===== config.mk =====
export PLATFORM = sky130hd
export DESIGN_NAME = csr_uart_fifo_flat
export DESIGN_NICKNAME = d
export VERILOG_FILES = /design/src/rtl/csr_uart_fifo_if.sv /design/src/rtl/csr_uart_fifo.sv /design/src/flat_wrapper.sv
export SDC_FILE = /design/constraint.sdc
export NUM_CORES = 1
export LEC_CHECK = 0
export ABC_AREA = 1
export ABC_CLOCK_PERIOD_IN_PS = 4200
export BUFFER_PORTS_ARGS = -buffer_cell sky130_fd_sc_hd__buf_4
export CAP_MARGIN = 20
export CORE_MARGIN = 3
export CORE_UTILIZATION = 36
export DETAILED_ROUTE_END_ITERATION = 8
export SLEW_MARGIN = 15
export SYNTH_ARGS = -nofsm -noshare
export SYNTH_HDL_FRONTEND = slang
export SYNTH_SLANG_ARGS = --single-unit
export TNS_END_PERCENT = 30

===== constraint.sdc =====
create_clock -name clk -period 4.2 [get_ports clk]
set_input_delay 0.42 -clock clk [delete_from_list [all_inputs] [get_ports clk]]
set_output_delay 0.42 -clock clk [all_outputs]
set_load 0.01 [all_outputs]

===== src/rtl/csr_uart_fifo_if.sv =====
// CSR bus bundle for csr_uart_fifo.
// The master drives the D-stage address plus the E-stage modify/wdata. The
// slave returns registered rdata/valid, which are OR-combined with the other
// CSR peripherals.
//   read   : read strobe (no side effect)
//   modify : 001 write, 010 set, 011 clear, others none
//   wdata  : write data
//   addr   : CSR address (D stage)
//   rdata  : read data, 0 when not addressed
//   valid  : addressed CSR was decoded
interface csr_uart_fifo_if;
  logic        read;
  logic [2:0]  modify;
  logic [31:0] wdata;
  logic [11:0] addr;
  logic [31:0] rdata;
  logic        valid;

  modport master (output read, modify, wdata, addr, input rdata, valid);
  modport slave  (input read, modify, wdata, addr, output rdata, valid);
endinterface


===== src/rtl/csr_uart_fifo.sv =====
// Character UART on the CSR bus. It has parametrised TX/RX FIFOs and a
// runtime-programmable baud divider. It also keeps sticky overrun and
// framing-error flags and drives a level RX interrupt.
//   clk   : single clock domain
//   rstn  : synchronous active-low reset
//   bus   : CSR slave (addr in D stage; modify/wdata, rdata/valid in E stage)
//   rx    : asynchronous serial input
//   tx    : serial output, idle high
//   irq   : high while the RX FIFO holds data
// Data CSR read: [7:0] RX head, [8] rx_empty, [9] tx_full, [10] overrun,
// [11] frame_err. Divider CSR: [15:0], bit period = div+1 cycles, 8N1 LSB first.
module csr_uart_fifo #(
  parameter logic [11:0] BASE_ADDR  = 12'hBC0,
  parameter logic [11:0] DIV_ADDR   = 12'hBC3,
  parameter int unsigned CLOCK_RATE = 12_000_000,
  parameter int unsigned BAUD_RATE  = 115200,
  parameter int unsigned TX_LOG2    = 2,
  parameter int unsigned RX_LOG2    = 2
) (
  input  logic              clk,
  input  logic              rstn,
  csr_uart_fifo_if.slave    bus,
  input  logic              rx,
  output logic              tx,
  output logic              irq
);

  localparam logic [15:0] DIV_RESET = 16'(CLOCK_RATE / BAUD_RATE - 1);
  localparam int unsigned TX_DEPTH  = 2 ** TX_LOG2;
  localparam int unsigned RX_DEPTH  = 2 ** RX_LOG2;

  typedef enum logic [1:0] {TX_IDLE, TX_START, TX_DATA, TX_STOP} tx_state_t;
  typedef enum logic [1:0] {RX_IDLE, RX_START, RX_DATA, RX_STOP} rx_state_t;

  // ---------------------------------------------------------------- CSR decode
  logic        en_data, en_div;
  logic        data_wr, data_set, data_clr;
  logic [15:0] div;
  logic        overrun, frame_err;
  logic [31:0] data_word;

  assign data_wr  = en_data && (bus.modify == 3'b001);
  assign data_set = en_data && (bus.modify == 3'b010);
  assign data_clr = en_data && (bus.modify == 3'b011);

  logic unused_bus;
  assign unused_bus = &{1'b0, bus.read, bus.wdata[31:16]};

  // ---------------------------------------------------------------- TX FIFO
  logic [7:0]       tx_mem [TX_DEPTH];
  logic [TX_LOG2:0] tx_wp, tx_rp;
  logic             tx_empty, tx_full, tx_push, tx_pop;
  logic [7:0]       tx_head;

  assign tx_empty = (tx_wp == tx_rp);
  assign tx_full  = (tx_wp[TX_LOG2] != tx_rp[TX_LOG2]) &&
                    (tx_wp[TX_LOG2-1:0] == tx_rp[TX_LOG2-1:0]);
  assign tx_push  = data_wr && !tx_full;
  assign tx_head  = tx_mem[tx_rp[TX_LOG2-1:0]];

  always_ff @(posedge clk) begin
    if (tx_push) tx_mem[tx_wp[TX_LOG2-1:0]] <= bus.wdata[7:0];
  end

  always_ff @(posedge clk) begin
    if (!rstn) begin
      tx_wp <= '0;
      tx_rp <= '0;
    end else begin
      if (tx_push) tx_wp <= tx_wp + (TX_LOG2+1)'(1);
      if (tx_pop)  tx_rp <= tx_rp + (TX_LOG2+1)'(1);
    end
  end

  // ---------------------------------------------------------------- RX FIFO
  logic [7:0]       rx_mem [RX_DEPTH];
  logic [RX_LOG2:0] rx_wp, rx_rp;
  logic             rx_empty, rx_full, rx_push, rx_pop;
  logic [7:0]       rx_head, rx_sh;
  logic             rx_good, rx_bad, overrun_set;

  assign rx_empty = (rx_wp == rx_rp);
  assign rx_full  = (rx_wp[RX_LOG2] != rx_rp[RX_LOG2]) &&
                    (rx_wp[RX_LOG2-1:0] == rx_rp[RX_LOG2-1:0]);
  assign rx_head  = rx_mem[rx_rp[RX_LOG2-1:0]];
  assign rx_pop   = data_set && !rx_empty;
  // A CPU pop in the same cycle frees the slot, so a full FIFO still accepts.
  assign rx_push     = rx_good && (!rx_full || rx_pop);
  assign overrun_set = rx_good && rx_full && !rx_pop;

  always_ff @(posedge clk) begin
    if (rx_push) rx_mem[rx_wp[RX_LOG2-1:0]] <= rx_sh;
  end

  always_ff @(posedge clk) begin
    if (!rstn) begin
      rx_wp <= '0;
      rx_rp <= '0;
    end else begin
      if (rx_push) rx_wp <= rx_wp + (RX_LOG2+1)'(1);
      if (rx_pop)  rx_rp <= rx_rp + (RX_LOG2+1)'(1);
    end
  end

  assign irq = !rx_empty;

  // ---------------------------------------------------------------- CSR regs
  always_comb begin
    data_word = {20'b0, frame_err, overrun, tx_full, rx_empty,
                 (rx_empty ? 8'h00 : rx_head)};
  end

  always_ff @(posedge clk) begin
    if (!rstn) begin
      en_data   <= 1'b0;
      en_div    <= 1'b0;
      bus.valid <= 1'b0;
      bus.rdata <= '0;
    end else begin
      en_data   <= (bus.addr == BASE_ADDR);
      en_div    <= (bus.addr == DIV_ADDR);
      bus.valid <= en_data || en_div;
      if (en_data)     bus.rdata <= data_word;
      else if (en_div) bus.rdata <= {16'b0, div};
      else             bus.rdata <= '0;
    end
  end

  always_ff @(posedge clk) begin
    if (!rstn) begin
      div <= DIV_RESET;
    end else if (en_div) begin
      case (bus.modify)
        3'b001:  div <= bus.wdata[15:0];
        3'b010:  div <= div | bus.wdata[15:0];
        3'b011:  div <= div & ~bus.wdata[15:0];
        default: div <= div;
      endcase
    end
  end

  // Set has priority over a same-cycle clear.
  always_ff @(posedge clk) begin
    if (!rstn) begin
      overrun   <= 1'b0;
      frame_err <= 1'b0;
    end else begin
      if (overrun_set)                   overrun <= 1'b1;
      else if (data_clr && bus.wdata[10]) overrun <= 1'b0;
      if (rx_bad)                          frame_err <= 1'b1;
      else if (data_clr && bus.wdata[11]) frame_err <= 1'b0;
    end
  end

  // ---------------------------------------------------------------- TX FSM
  // The bit counter reloads from div at every bit boundary, so a new divider
  // takes effect at the next boundary.
  tx_state_t   tx_state;
  logic [15:0] tx_cnt;
  logic [2:0]  tx_bit;
  logic [7:0]  tx_sh;
  logic        tx_q;

  assign tx_pop = !tx_empty &&
                  ((tx_state == TX_IDLE) ||
                   ((tx_state == TX_STOP) && (tx_cnt == '0)));
  assign tx = tx_q;

  always_ff @(posedge clk) begin
    if (!rstn) begin
      tx_state <= TX_IDLE;
      tx_cnt   <= '0;
      tx_bit   <= '0;
      tx_sh    <= '0;
      tx_q     <= 1'b1;
    end else begin
      case (tx_state)
        TX_IDLE: begin
          if (!tx_empty) begin
            tx_state <= TX_START;
            tx_sh    <= tx_head;
            tx_cnt   <= div;
            tx_q     <= 1'b0;
          end
        end
        TX_START: begin
          if (tx_cnt == '0) begin
            tx_state <= TX_DATA;
            tx_cnt   <= div;
            tx_bit   <= '0;
            tx_q     <= tx_sh[0];
          end else begin
            tx_cnt <= tx_cnt - 16'd1;
          end
        end
        TX_DATA: begin
          if (tx_cnt == '0) begin
            tx_cnt <= div;
            if (tx_bit == 3'd7) begin
              tx_state <= TX_STOP;
              tx_q     <= 1'b1;
            end else begin
              tx_bit <= tx_bit + 3'd1;
              tx_sh  <= {1'b0, tx_sh[7:1]};
              tx_q   <= tx_sh[1];
            end
          end else begin
            tx_cnt <= tx_cnt - 16'd1;
          end
        end
        default: begin // TX_STOP
          if (tx_cnt == '0) begin
            if (!tx_empty) begin
              tx_state <= TX_START;
              tx_sh    <= tx_head;
              tx_cnt   <= div;
              tx_q     <= 1'b0;
            end else begin
              tx_state <= TX_IDLE;
            end
          end else begin
            tx_cnt <= tx_cnt - 16'd1;
          end
        end
      endcase
    end
  end

  // ---------------------------------------------------------------- RX FSM
  logic        rx_s1, rx_s2, rx_d;
  rx_state_t   rx_state;
  logic [15:0] rx_cnt;
  logic [2:0]  rx_bit;
  logic [16:0] div_p1;
  logic        rx_stop_evt;

  assign div_p1      = {1'b0, div} + 17'd1;
  assign rx_stop_evt = (rx_state == RX_STOP) && (rx_cnt == '0);
  assign rx_good     = rx_stop_evt && rx_s2;
  assign rx_bad      = rx_stop_evt && !rx_s2;

  always_ff @(posedge clk) begin
    if (!rstn) begin
      rx_s1 <= 1'b1;
      rx_s2 <= 1'b1;
      rx_d  <= 1'b1;
    end else begin
      rx_s1 <= rx;
      rx_s2 <= rx_s1;
      rx_d  <= rx_s2;
    end
  end

  always_ff @(posedge clk) begin
    if (!rstn) begin
      rx_state <= RX_IDLE;
      rx_cnt   <= '0;
      rx_bit   <= '0;
      rx_sh    <= '0;
    end else begin
      case (rx_state)
        RX_IDLE: begin
          if (rx_d && !rx_s2) begin
            rx_state <= RX_START;
            rx_cnt   <= div_p1[16:1];
          end
        end
        RX_START: begin
          if (rx_cnt == '0) begin
            if (!rx_s2) begin
              rx_state <= RX_DATA;
              rx_cnt   <= div;
              rx_bit   <= '0;
            end else begin
              rx_state <= RX_IDLE;
            end
          end else begin
            rx_cnt <= rx_cnt - 16'd1;
          end
        end
        RX_DATA: begin
          if (rx_cnt == '0) begin
            rx_sh  <= {rx_s2, rx_sh[7:1]};
            rx_cnt <= div;
            if (rx_bit == 3'd7) rx_state <= RX_STOP;
            else                rx_bit   <= rx_bit + 3'd1;
          end else begin
            rx_cnt <= rx_cnt - 16'd1;
          end
        end
        default: begin // RX_STOP
          if (rx_cnt == '0) rx_state <= RX_IDLE;
          else              rx_cnt   <= rx_cnt - 16'd1;
        end
      endcase
    end
  end

endmodule


===== src/flat_wrapper.sv =====
// flat-port wrapper written by rule: the top's interface ports become plain ports
module csr_uart_fifo_flat 
#(
  parameter logic [11:0] BASE_ADDR  = 12'hBC0,
  parameter logic [11:0] DIV_ADDR   = 12'hBC3,
  parameter int unsigned CLOCK_RATE = 12_000_000,
  parameter int unsigned BAUD_RATE  = 115200,
  parameter int unsigned TX_LOG2    = 2,
  parameter int unsigned RX_LOG2    = 2
)
  (clk, rstn, rx, tx, irq, bus_read, bus_modify, bus_wdata, bus_addr, bus_rdata, bus_valid);
  csr_uart_fifo_if bus_i ();
  input  logic clk;
  input  logic rstn;
  input  logic rx;
  output logic tx;
  output logic irq;
  input wire logic [$bits(bus_i.read)-1:0] bus_read;
  input wire logic [$bits(bus_i.modify)-1:0] bus_modify;
  input wire logic [$bits(bus_i.wdata)-1:0] bus_wdata;
  input wire logic [$bits(bus_i.addr)-1:0] bus_addr;
  output wire logic [$bits(bus_i.rdata)-1:0] bus_rdata;
  output wire logic [$bits(bus_i.valid)-1:0] bus_valid;
  assign bus_i.read = bus_read;
  assign bus_i.modify = bus_modify;
  assign bus_i.wdata = bus_wdata;
  assign bus_i.addr = bus_addr;
  assign bus_rdata = bus_i.rdata;
  assign bus_valid = bus_i.valid;
  csr_uart_fifo #(.BASE_ADDR(BASE_ADDR), .DIV_ADDR(DIV_ADDR), .CLOCK_RATE(CLOCK_RATE), .BAUD_RATE(BAUD_RATE), .TX_LOG2(TX_LOG2), .RX_LOG2(RX_LOG2)) u_core (.clk(clk), .rstn(rstn), .bus(bus_i), .rx(rx), .tx(tx), .irq(irq));
endmodule

Word level (Yosys, flattened, before mapping)
Memory sizes are Yosys's and may differ from the RTL's. A register that Yosys moved wholly into a read port is not among the register bits.
Index checks and enable logic that the tools add are counted.

word-level totals
  bits in registers = 127
  input bits = 51
  RAM bits = 64
  memories = 2
  output and inout bits = 35
  logic and storage cells = 184

cells by class
  mux-type cells = 60
  bitwise gates (word level) = 6
  reductions and logical operators = 50
  $add $sub $neg = 9
  equal/unequal tests = 32

memories
  memory         words  width  rd ports  clocked after memory_dff  write ports  RTL line             RTL
  u_core.rx_mem  4      8      1         1                         1            csr_uart_fifo.sv:76  logic [7:0] rx_mem [RX_DEPTH];
  u_core.tx_mem  4      8      1         1                         1            csr_uart_fifo.sv:50  logic [7:0] tx_mem [TX_DEPTH];

operator list
  cell                     number
  $mux W16                 8
  $pmux W16 S3             2
  $mux W8                  5
  $logic_not A16 Y1        2
  $pmux W16 S2             1
  $sub A16 B1 Y16 const B  2
  $mux W2                  15
  $eq A12 B12 Y1 const B   2
  $mux W12                 2
  $pmux W8 S3              1
  $mux W3                  7
  $add A3 B1 Y3 const B    6
  $logic_and A1 B1 Y1      18
  $add A16 B1 Y17 const B  1
  $and A16 B16 Y16         1
  $not A16 Y16             1
  $or A16 B16 Y16          1
  $reduce_and A5 Y1        3
  $mux W1                  14
  $ne A2 B1 Y1 const B     7
  $pmux W2 S3              2
  $pmux W3 S2              2
  $reduce_bool A2 Y1       6
  $eq A2 B2 Y1 const B     4
  21 further kinds         44

Logic depth before layout (Yosys ltp)
  depth after elaboration = 7
  gate-level depth with buffers = 13
  gate-level depth less buffers = 13

Worst setup path after synthesis
Ideal clock, no wire load.

  path kind = reg2reg
  from = register u_core.rx_cnt[0]
  to = memory u_core.rx_mem[0][0] (enable)
  clock period less this slack = 2.149 ns
  data arrival time = 1.778 ns
  buffers on the path = 0
  path slack = 2.051 ns
  library setup time = 0.371 ns
  stages on the path, launching flop included = 11
  data required time = 3.829 ns
  cell sequence = dfxtp_1 inv_1 ha_1 inv_1 nor2_1 nand2_1 nor2_1 nand3_1 nor2_2 nand4_1 nor2_1

on the way
  word-level cells in the longest chain between the ends = 6

RTL lines
  what                           RTL line              RTL
  start: declaration             csr_uart_fifo.sv:232  logic [15:0] rx_cnt;
  start signal: assignment       csr_uart_fifo.sv:265  rx_cnt <= div_p1[16:1];
  start signal: assignment       csr_uart_fifo.sv:272  rx_cnt <= div;
  start signal: assignment       csr_uart_fifo.sv:278  rx_cnt <= rx_cnt - 16'd1;
  $logic_not A16 Y1              csr_uart_fifo.sv:238  assign rx_stop_evt = (rx_state == RX_STOP) && (rx_cnt == '0);
  $logic_and A1 B1 Y1            csr_uart_fifo.sv:238
  $logic_and A1 B1 Y1            csr_uart_fifo.sv:239  assign rx_good = rx_stop_evt && rx_s2;
  $logic_and A1 B1 Y1            csr_uart_fifo.sv:88   assign rx_push = rx_good && (!rx_full || rx_pop);
  $mux W1                        csr_uart_fifo.sv:92   if (rx_push) rx_mem[rx_wp[RX_LOG2-1:0]] <= rx_sh;
  $mux W1 (implied by the code)  csr_uart_fifo.sv:92
  end: declaration               csr_uart_fifo.sv:76

Every way passes these cells.

Worst setup path after layout
  from = register u_core.rx_cnt[0]
  to = memory u_core.rx_mem[3][4] (enable)

Same word-level chain as after synthesis.

==> results.yml <==
place:
  numPortBuffers: 52
  placement.setup.worst_slack_ns: 1.40
  place.detailed.hpwl_um: 17500
  placed_cells_incl_taps: 1582
  gp_routability_congestion: 0.919
  total_placed_instance_area_um2: 10100
clocking:
  worst_case_clock_buffer_depth: 2
  cts_resized: 0
  clock_tree.htree_level_count: 4
  clock_insertion_delay_worst_skew_ns: 0.45
  cts_setup_buffers: 0
  clock-sinks: 179
  number_of_buffers_added_by_the_clock_tree_synthesis_step: 17
  clock-root-buffer: "clkbuf_16"
  clock_slew_at_the_register_clock_pins_of_the_worst_setup_and_hold_paths_ns: 0.08
  ctsHoldBuffers: 0
  cts_tree: "yes"
routing:
  starting_drt_drc_count: 560
  overall_via_count_from_detail_route: 8241
  drt_pre_antenna_iters: 5
  detail_route.drc_violations: 0
  post_drt_antenna_nets: 0
  vias_per_cell: 5.11
  wirelength_routed_um: 24800
  route.detailed.wl_per_inst_um: 15.4
setup_path:
  setup.worst_path.start_class: "register"
  critPathMaxFanout: 8
  worst_setup_path_startpoint: "u_core.rx_cnt[0]$_SDFFE_PN0P_"
  cp.required_ns: 4.27
  critPathArrivalTime_ns: 2.88
  critical_path.endpoint_type: "register"
  worst-setup-path-type: "reg2reg"
  r2r_start: "u_core.rx_cnt[0]$_SDFFE_PN0P_"
layout:
  area_growth_pct: 12.5
  layout-drive-gt1-share_pct: 11.1
  final_design_area_no_fill_um2: 10700
  layout.nets: 1349
  antenna-diode-count: 0
  post-route-util_pct: 41.8
  finalNonFillerCells: 1614
synthesis:
  synth_xor_area_share_pct: 1.93
  synth_ff_type: "dfxtp_1"
  yosysWarnings: 0
  synth_seq_cells: 179
  synthDominantAreaCellType: "dfxtp_1"
  post_synth_edffs: 64
  synth.area.top_cells: "dfxtp_1, edfxtp_1, nand2_1"
  async_flop_share_pct: 0
  synth_seq_area_share_pct: 44.4
  syn-mean-instance-area_um2: 7.64
  yosys.area.top_type_share_pct: 24.2
  post_synth_most_frequent_cells: "nand2_1, nor2_1, dfxtp_1"
  synth.area.mux_share_pct: 0
  post-synth-top-count-cell: "nand2_1"
  largest_family_of_logic_cells_by_synthesized_area: "simple AND/OR/NAND/NOR gates"
  syn-cell-area_um2: 9520
  synth_fa_ha_area_share_pct: 3.55
  synth_compound_gate_area_share_pct: 16.8
  synth_cell_types: 51
  synthSimpleGateAreaFrac_pct: 25.1
  cells_after_synthesis: 1246
floorplanning:
  die_y_um: 169
  die_w_um: 169
  core_um2: 25600
  starting_density_of_the_core_pct: 37.2
  design.die.area_um2: 28400
  boundaryPins: 86
  fp-row-count: 58
status:
  outcome: "complete, no violations"
timing:
  postLayoutSetupSlackWorst_ns: 1.39
  slew-limit-headroom_pct: 38.8
  setup_viol: 0
  fin_crit_ns: 2.81
  max_freq_mhz: 355
  clock_tree_skew_after_final_layout_ns: 0.0179
  fin_tns_setup_ns: 0
  final-max-slew-violation-count: 0
  tightestPinTransition_ns: 0.917
  finalHoldWorstSlack_ns: 0.147
  timing.final.crit_share_pct: 67.0
  rsz0062_at_grt: "false"
  hold_viol: 0
power:
  vdd.ir_drop.worst_uv: 264
  p_leak_nw: 4.48
  power_density_nw_per_um2: 668
  power.total_mw: 7.16
global_route:
  first_global_vias: 7487
  grt_usage_pct: 17.3
  grt_first_pass_wirelength_um: 39800
  largest_net_degree_at_the_start_of_global_routing: 64
  grt_overflow: 0
  antenna_found_initial: 0
min_path:
  worstHoldStart: "bus_addr[0]"
  holdCritPathClass: "in2reg"
flow_run:
  number_of_maximum_capacitance_violations: 0
where the power goes:
group	internal, mW	switching [mW]
clock network	0.832	0.846
registers	1.97	0.212
logic	1.09	2.21
kinds of logic (layout without fill, tap and decap cells):
group,count (synthesis),after routing
DFF,179,179
AOI/OAI and AO/OA,292,292
adders and majority gates,27,27
and+or+nand+nor,546,546
xor gates and xnor gates,21,21
buffers and inverters,180,203
other,1,16
sequential cells by signal, summed over array words and instances, names as in the netlist, 2 cells and up, named ones only:
name              count
u_core.rx_mem        32
u_core.tx_mem        32
u_core.bus.rdata     16
u_core.div           16
u_core.rx_cnt        16
u_core.tx_cnt        16
u_core.rx_sh          8
u_core.tx_sh          8
u_core.rx_bit         3
u_core.rx_rp          3
u_core.rx_wp          3
u_core.tx_bit         3
u_core.tx_rp          3
u_core.tx_wp          3
u_core.rx_state       2
u_core.tx_state       2
area by class of cell:
class | count | area [µm²]
flip-flops and latches | 179 | 4220
inverters | 115 | 432
clock inverters | 15 | 216
clock buffers | 17 | 425
well taps | 330 | 413
multi-input cells | 902 | 4580
repair buffers | 56 | 420
fillers | 2602 | 14900
final timing paths:
kind	end	slack, ns	cells after the start
hold / removal	u_core.en_data$_SDFF_PN0_	0.15	2
setup reg to reg	u_core.rx_mem[3][4]$_DFFE_PP_	1.39	10
setup / recovery	u_core.rx_mem[3][4]$_DFFE_PP_	1.39	10
hold reg to reg	u_core.rx_s2$_SDFF_PN1_	0.42	1
per-layer routing:
layer	GRT usage, %	wire length [µm]	vias to the layer above	share of wire [%]
li1	-	-	4192	-
met1	24.8	11900	3795	48
met2	26.9	11100	225	45
met3	3.55	1450	29	5.9
met4	4.38	310	0	1.2
met5	0	0	-	0
placed cells by master, fill, tap and decap left out, types with 3 or more instances in the layout:
cell         n
edfxtp_1    64
inv_1       95
inv_2       14
o21ai_0    111
or2_2        7
buf_4       56
inv_12       3
nor3_1      10
nor2_1     176
o211ai_1     5
conb_1      16
inv_8        4
nand4_1     14
xnor2_1      4
xor2_1      17
nand2_2      4
nand2_1    232
a221o_1      5
a21oi_1     83
nor2_4       4
ha_1        27
clkinv_8     7
nand3b_1     4
nand3_1     69
o32ai_1     15
clkbuf_16   17
o21ai_1     59
nand3_2      3
nor2_2       9
dfxtp_1    115
clkinv_1     6
worst max-delay path, cell delays in order (launching register included):
cell     delay, ns
dfxtp_1       0.32
inv_1         0.11
ha_1          0.25
inv_1         0.06
nor2_1        0.10
nand2_1       0.11
nor2_1        0.13
nand3_1       0.11
nor2_2        0.22
nand4_1       0.30
nor2_1        0.74
(Power assumes the default switching activity.)
